[src/rtl/addr_gen_wb_pkg.sv]
// Shared types for the LSTM write-back address generator and its sibling generators.
// State encodings are fixed so the read-side generators can decode them consistently.
package addr_gen_wb_pkg;

    typedef enum logic [1:0] {
        ST_IDLE  = 2'd0,
        ST_WRITE = 2'd1,
        ST_PAUSE = 2'd2,
        ST_DONE  = 2'd3
    } wb_state_e;

    // The stall counter runs from PAUSE_LEN-1 down to 0, giving PAUSE_LEN stalled cycles.
    function automatic int pause_load_val(input int pause_len);
        return (pause_len > 0) ? pause_len - 1 : 0;
    endfunction

endpackage

[src/rtl/addr_gen_wb_if.sv]
// Result-stream input and RAM write-port output of the write-back address generator.
interface addr_gen_wb_if #(
    parameter int ADDR_WIDTH = 12,
    parameter int DATA_WIDTH = 16
);
    logic                  i_valid;
    logic [DATA_WIDTH-1:0] i_data;
    logic                  o_ready;
    logic                  o_we;
    logic [ADDR_WIDTH-1:0] o_addr;
    logic [DATA_WIDTH-1:0] o_data;

    modport master (
        output i_valid, i_data,
        input  o_ready, o_we, o_addr, o_data
    );

    modport slave (
        input  i_valid, i_data,
        output o_ready, o_we, o_addr, o_data
    );
endinterface

[src/rtl/addr_gen_wb_stall_counter.sv]
// Down-counter timing the stall inserted after each row; expired_o is high at zero.
module stall_counter #(
    parameter int W = 12
) (
    input  logic         clk,
    input  logic         rst,
    input  logic         load_i,
    input  logic [W-1:0] load_val_i,
    input  logic         dec_i,
    output logic         expired_o
);
    logic [W-1:0] cnt_q;

    always_ff @(posedge clk) begin
        if (rst) begin
            cnt_q <= '0;
        end else if (load_i) begin
            cnt_q <= load_val_i;
        end else if (dec_i && (cnt_q != '0)) begin
            cnt_q <= cnt_q - 1'b1;
        end
    end

    assign expired_o = (cnt_q == '0);
endmodule

[src/rtl/addr_gen_wb.sv]
// Write-side address generator: stamps accepted result words with sequential RAM
// addresses, stalls after every row, and flags done once STOP has been written.
module addr_gen_wb
    import addr_gen_wb_pkg::*;
#(
    parameter int ADDR_WIDTH = 12,
    parameter int DATA_WIDTH = 16,
    parameter int BASE       = 0,
    parameter int STOP       = 56,
    parameter int ROW_LEN    = 53,
    parameter int PAUSE_LEN  = 2
) (
    input  logic         clk,
    input  logic         rst,
    input  logic         en,
    addr_gen_wb_if.slave bus,
    output logic         o_done
);
    localparam logic [ADDR_WIDTH-1:0] BASE_A     = ADDR_WIDTH'(BASE);
    localparam logic [ADDR_WIDTH-1:0] STOP_A     = ADDR_WIDTH'(STOP);
    localparam logic [ADDR_WIDTH-1:0] ROW_LAST   = ADDR_WIDTH'(ROW_LEN - 1);
    localparam logic [ADDR_WIDTH-1:0] PAUSE_LOAD = ADDR_WIDTH'(pause_load_val(PAUSE_LEN));
    localparam bit                    HAS_PAUSE  = (PAUSE_LEN > 0);

    if (STOP < BASE) begin : g_bad_range
        $error("addr_gen_wb: STOP must not be below BASE");
    end
    if (ROW_LEN < 1) begin : g_bad_row
        $error("addr_gen_wb: ROW_LEN must be at least 1");
    end

    wb_state_e             state_q;
    logic [ADDR_WIDTH-1:0] wr_ptr_q, wr_ptr_d;
    logic [ADDR_WIDTH-1:0] row_cnt_q, row_cnt_d;
    logic                  we_q;
    logic [ADDR_WIDTH-1:0] addr_q;
    logic [DATA_WIDTH-1:0] data_q;
    logic                  done_q;

    logic accept;
    logic at_stop;
    logic row_end;
    logic pause_load;
    logic pause_dec;
    logic pause_expired;

    assign bus.o_ready = (state_q == ST_WRITE) && en;
    assign accept      = bus.i_valid && bus.o_ready;
    assign at_stop     = (wr_ptr_q == STOP_A);
    assign row_end     = (row_cnt_q == ROW_LAST);
    assign wr_ptr_d    = wr_ptr_q + 1'b1;
    assign row_cnt_d   = row_end ? '0 : row_cnt_q + 1'b1;

    // The last word of the frame takes precedence over the end-of-row stall.
    assign pause_load  = accept && !at_stop && row_end && HAS_PAUSE;
    assign pause_dec   = (state_q == ST_PAUSE) && en;

    stall_counter #(
        .W (ADDR_WIDTH)
    ) u_stall (
        .clk        (clk),
        .rst        (rst),
        .load_i     (pause_load),
        .load_val_i (PAUSE_LOAD),
        .dec_i      (pause_dec),
        .expired_o  (pause_expired)
    );

    always_ff @(posedge clk) begin
        if (rst) begin
            state_q   <= ST_IDLE;
            wr_ptr_q  <= BASE_A;
            row_cnt_q <= '0;
            we_q      <= 1'b0;
            addr_q    <= BASE_A;
            data_q    <= '0;
            done_q    <= 1'b0;
        end else begin
            we_q <= accept;
            if (accept) begin
                addr_q <= wr_ptr_q;
                data_q <= bus.i_data;
            end

            unique case (state_q)
                ST_IDLE: begin
                    if (en) state_q <= ST_WRITE;
                end
                ST_WRITE: begin
                    if (accept) begin
                        if (at_stop) begin
                            state_q <= ST_DONE;
                            done_q  <= 1'b1;
                        end else begin
                            wr_ptr_q  <= wr_ptr_d;
                            row_cnt_q <= row_cnt_d;
                            if (row_end && HAS_PAUSE) state_q <= ST_PAUSE;
                        end
                    end
                end
                ST_PAUSE: begin
                    if (en && pause_expired) state_q <= ST_WRITE;
                end
                ST_DONE: begin
                    // Dropping en after a finished frame rearms the generator at BASE.
                    if (!en) begin
                        state_q   <= ST_IDLE;
                        wr_ptr_q  <= BASE_A;
                        row_cnt_q <= '0;
                        done_q    <= 1'b0;
                    end
                end
            endcase
        end
    end

    assign bus.o_we   = we_q;
    assign bus.o_addr = addr_q;
    assign bus.o_data = data_q;
    assign o_done     = done_q;
endmodule

[src/flat_wrapper.sv]
// flat-port wrapper written by rule: the top's interface ports become plain ports
module addr_gen_wb_flat import addr_gen_wb_pkg::*;
#(
    parameter int ADDR_WIDTH = 12,
    parameter int DATA_WIDTH = 16,
    parameter int BASE       = 0,
    parameter int STOP       = 56,
    parameter int ROW_LEN    = 53,
    parameter int PAUSE_LEN  = 2
)
  (clk, rst, en, o_done, bus_i_valid, bus_i_data, bus_o_ready, bus_o_we, bus_o_addr, bus_o_data);
  addr_gen_wb_if #(.ADDR_WIDTH(ADDR_WIDTH), .DATA_WIDTH(DATA_WIDTH)) bus_i ();
  input  logic clk;
  input  logic rst;
  input  logic en;
  output logic o_done;
  input wire logic [$bits(bus_i.i_valid)-1:0] bus_i_valid;
  input wire logic [$bits(bus_i.i_data)-1:0] bus_i_data;
  output wire logic [$bits(bus_i.o_ready)-1:0] bus_o_ready;
  output wire logic [$bits(bus_i.o_we)-1:0] bus_o_we;
  output wire logic [$bits(bus_i.o_addr)-1:0] bus_o_addr;
  output wire logic [$bits(bus_i.o_data)-1:0] bus_o_data;
  assign bus_i.i_valid = bus_i_valid;
  assign bus_i.i_data = bus_i_data;
  assign bus_o_ready = bus_i.o_ready;
  assign bus_o_we = bus_i.o_we;
  assign bus_o_addr = bus_i.o_addr;
  assign bus_o_data = bus_i.o_data;
  addr_gen_wb #(.ADDR_WIDTH(ADDR_WIDTH), .DATA_WIDTH(DATA_WIDTH), .BASE(BASE), .STOP(STOP), .ROW_LEN(ROW_LEN), .PAUSE_LEN(PAUSE_LEN)) u_core (.clk(clk), .rst(rst), .en(en), .bus(bus_i), .o_done(o_done));
endmodule
[config.mk]
export PLATFORM = sky130hd
export DESIGN_NAME = addr_gen_wb_flat
export DESIGN_NICKNAME = d
export VERILOG_FILES = /design/src/rtl/addr_gen_wb_pkg.sv /design/src/rtl/addr_gen_wb_if.sv /design/src/rtl/addr_gen_wb_stall_counter.sv /design/src/rtl/addr_gen_wb.sv /design/src/flat_wrapper.sv
export SDC_FILE = /design/constraint.sdc
export NUM_CORES = 1
export LEC_CHECK = 0
export ABC_AREA = 1
export BUFFER_PORTS_ARGS = -buffer_cell sky130_fd_sc_hd__buf_2
export CAP_MARGIN = 20
export CORE_MARGIN = 3
export CORE_UTILIZATION = 41
export DETAILED_ROUTE_END_ITERATION = 6
export MAX_ROUTING_LAYER = met4
export SETUP_SLACK_MARGIN = 0.02
export SLEW_MARGIN = 5
export SYNTH_ARGS = -nofsm -noshare
export SYNTH_HDL_FRONTEND = slang
export SYNTH_HIERARCHICAL = 1
export SYNTH_SLANG_ARGS = --single-unit
[constraint.sdc]
create_clock -name clk -period 2 [get_ports clk]
set_input_delay 0.6 -clock clk [delete_from_list [all_inputs] [get_ports clk]]
set_output_delay 0.6 -clock clk [all_outputs]
set_load 0.02 [all_outputs]
==> flow_summary.toml <==
[status]
status = "finished with violations"
violations = "DRC"

[final_layout]
syn_to_final_growth_pct = 20.59
insertedDiodeCount = 0
nNetsFinal = 694
drive_above_1_share_pct = 22.59
fillers = 906

[logic_synthesis]
syn_inst = 586
synth.top_cell.area_share_pct = 35.51
syn_avg_cell_area_um2 = 6.542
synth_edf_count = 0
synth-adder-area-share_pct = 1.958
synthArstFlopShare_pct = 0
synth_cell_types = 40
synth_xor_area_share_pct = 1.371
ys_seq_area_share_pct = 35.51
synth_simple_gate_area_share_pct = 38.94
yosysTopAreaCell = "dfxtp_1"
synth.area.top_cells = "dfxtp_1 (36%), nand2_1 (15%), nand3_1 (9.4%), nor2_1 (7.5%), a21oi_1 (7.0%)"
yosysMostFrequentCell = "nand2_1"
synth_top_family_by_area = "simple AND/OR/NAND/NOR gates"
yosys_register_bits = 68
syn_area_um2 = 3834
synth_common_cells = "nand2_1 (153), nor2_1 (77), nand3_1 (72), dfxtp_1 (68), a21oi_1 (54)"
yosys_most_used_dff = "dfxtp_1"
synth_mux_area_share_pct = 0
synth_warnings = 6
synth_compound_area_share_pct = 12.27

[sta]
setup_violations = 0
fmax_mhz = 530.5
slew_violations = 0
fin_skew_ps = 7.140
hold_violations = 0
fin_crit_ps = 1885
period_share_pct = 94.24
fin_ws_ps = 115.1
grt_setup_unrepaired = "yes"
whs_ps = 459.3

[route]
dr.pass1.iters = 7
wl_um = 9974
post-route-drc-count = 14
drt_iter0_drc = 170
vias = 3893
ant_nets = 0
vias_per_cell = 4.985
detail_route.wl_per_cell_um = 12.77

[grt]
grt_pass1_wl_um = 16430
antenna_found_initial = 0
grt_pass1_vias = 3478
grt_use_met2_pct = 30.09
grt_use_total_pct = 20.14
grt_use_met3_pct = 2.300
busiest_layer = "met2"
grt_overflow = 0
grtUsageMet1_pct = 28.07
grt_max_degree = 30

[placement]
numPortBuffers = 50
dp_hpwl_um = 7244
place.gp.congestion = 0.9175
dpl_worst_slack_ps = 38.94

[power]
finalPower_w = 0.002851
power_density_nw_per_um2 = 616.8
peakVddDrop_v = 0.0004025
p_leak_nw = 2.093

[critical_path]
crit_buf_inv = 3
slowest_delay_ps = 380
critPathLaunchType = "flip-flop"
timing_worst_setup_path_type = "reg2out"
r2r_end = "u_core/u_stall/cnt_q[6]"
required_ps = 1400
reg2reg_slack_ps = 170
cp_max_fo = 4
crit_slowest_cell = "dfxtp_2"
crit_family = "buffers and inverters"
reg2reg_depth = 9
r2r_start = "u_core/row_cnt_q[6]"
cp_cell_sequence = "inv_1 > nor3_4 > buf_4 > buf_2"
end_kind = "primary output"
worstSetupStartpoint = "u_core/state_q[0]"
cp_data_arrival_time_ps = 1280

[die]
die_h_um = 102.7
design.core.area_um2 = 8891
chipWidth_um = 102.7
initial_utilization_pct = 43.12
die_area_um2 = 10550
io_pins = 51
rows = 34

[clocking]
numCtsBuffers = 9
clkLatencyLatePin_ps = 350
htreeDepth = 3
postCtsHoldBufs = 0
clk_path_buf_depth = 2
cts_root_buffer = "clkbuf_8"
cts_tree = "yes"
clk_pin_slew_ps = 80
clock-sinks = 68

[worst_hold_path]
hold_depth = 2
hold_path_end = "u_core/bus.o_data[0]"
hp-class = "reg2reg"
hp-start = "u_core/bus.o_data[0]"

[run]
cap_violations = 0
## metal layers
layer / vias up / part of all wire (%)
met5: - / 0
met4: 0 / 1.5
met3: 11 / 5.5
met2: 105 / 44
met1: 1746 / 49
li1: 2031 / -
## cells by family after synthesis
kind of cell / Yosys count
AND/OR/NAND/NOR: 338
AO/OA/AOI/OAI: 83
buffers and inverters: 83
flip-flops: 68
XOR/XNOR: 6
adder cells (fa/ha/maj): 6
other: 2
## per-stage QoR
step                      instances  setup TNS [ps]  area, um2  util [%]
final                           781               0       4623     52.00
after global routing            781          -12.26       4623     52.00
after CTS                       781               0       4587     51.59
after detailed placement        765               0       4395     49.44
after global placement          765               0       4395     49.44
after floorplan                 596               0       3882         -
## how the worst max path moves through the flow
stage	cells past startpoint	end	slack (ps)
2_1_floorplan	11	u_core/u_stall/cnt_q[11]	20
3_3_place_gp	10	u_core/u_stall/cnt_q[8]	70
3_5_place_dp	10	u_core/u_stall/cnt_q[9]	40
4_1_cts	4	bus_o_ready	40
5_1_grt	9	u_core/u_stall/cnt_q[6]	-6
6_report	4	bus_o_ready	120
## cell type report
cell class / instances / area, um2 / share of cell area (%)
multi-input combinational: 445 / 2172 / 46.98
sequential: 68 / 1366 / 29.55
timing repair buffer: 85 / 533.0 / 11.53
inverter: 59 / 225.2 / 4.871
tap: 108 / 135.1 / 2.923
clock buffer: 10 / 127.6 / 2.760
clock inverter: 6 / 63.81 / 1.380
## registers in the layout, summed over array words and instances, names as in the netlist
| register | flops |
|---|---|
| u_core/bus.o_addr | 12 |
| u_core/bus.o_data | 16 |
| u_core/bus.o_we | 1 |
| u_core/o_done | 1 |
| u_core/row_cnt_q | 12 |
| u_core/state_q | 2 |
| u_core/u_stall/cnt_q | 12 |
| u_core/wr_ptr_q | 12 |
## report_power, final
group	leakage, nW	internal, W	switching [W]
combinational	1.45	0.000117	0.000200
sequential	0.551	0.00138	0.0000178
clock	0.0927	0.000576	0.000561
total	2.09	0.00207	0.000779
## repair_timing
| action | CTS | global route |
|---|---|---|
| gates resized for setup | 0 | 14 |
| setup endpoints to repair | 0 | 13 |
| setup buffers | 0 | 0 |
| endpoints found under the hold margin | 0 | 0 |
## placed cells by master, fill, tap and decap left out, types with 3 or more instances in the layout
cell type  instances
or2_2              3
a21oi_1           54
clkinv_2           3
buf_4             32
nand3_2            3
inv_2              9
nor3_1             6
nand2_1          153
nor2_1            76
buf_2             50
o21ai_0           11
nand4_1            6
nand2_2            4
nand3_1           71
xnor2_1            3
inv_1             47
ha_1               5
a21oi_2            9
clkbuf_8           9
nor2_2             7
dfxtp_2            4
dfxtp_1           64
o21ai_2            3
conb_1            12
xor2_1             3
## tightest hold or removal path, cell delays in order, from the launching register on
cell and delay (ps):
dfxtp_1 310, nand2_1 60, a21oi_1 50
Power figures use the tool's default switching activity.
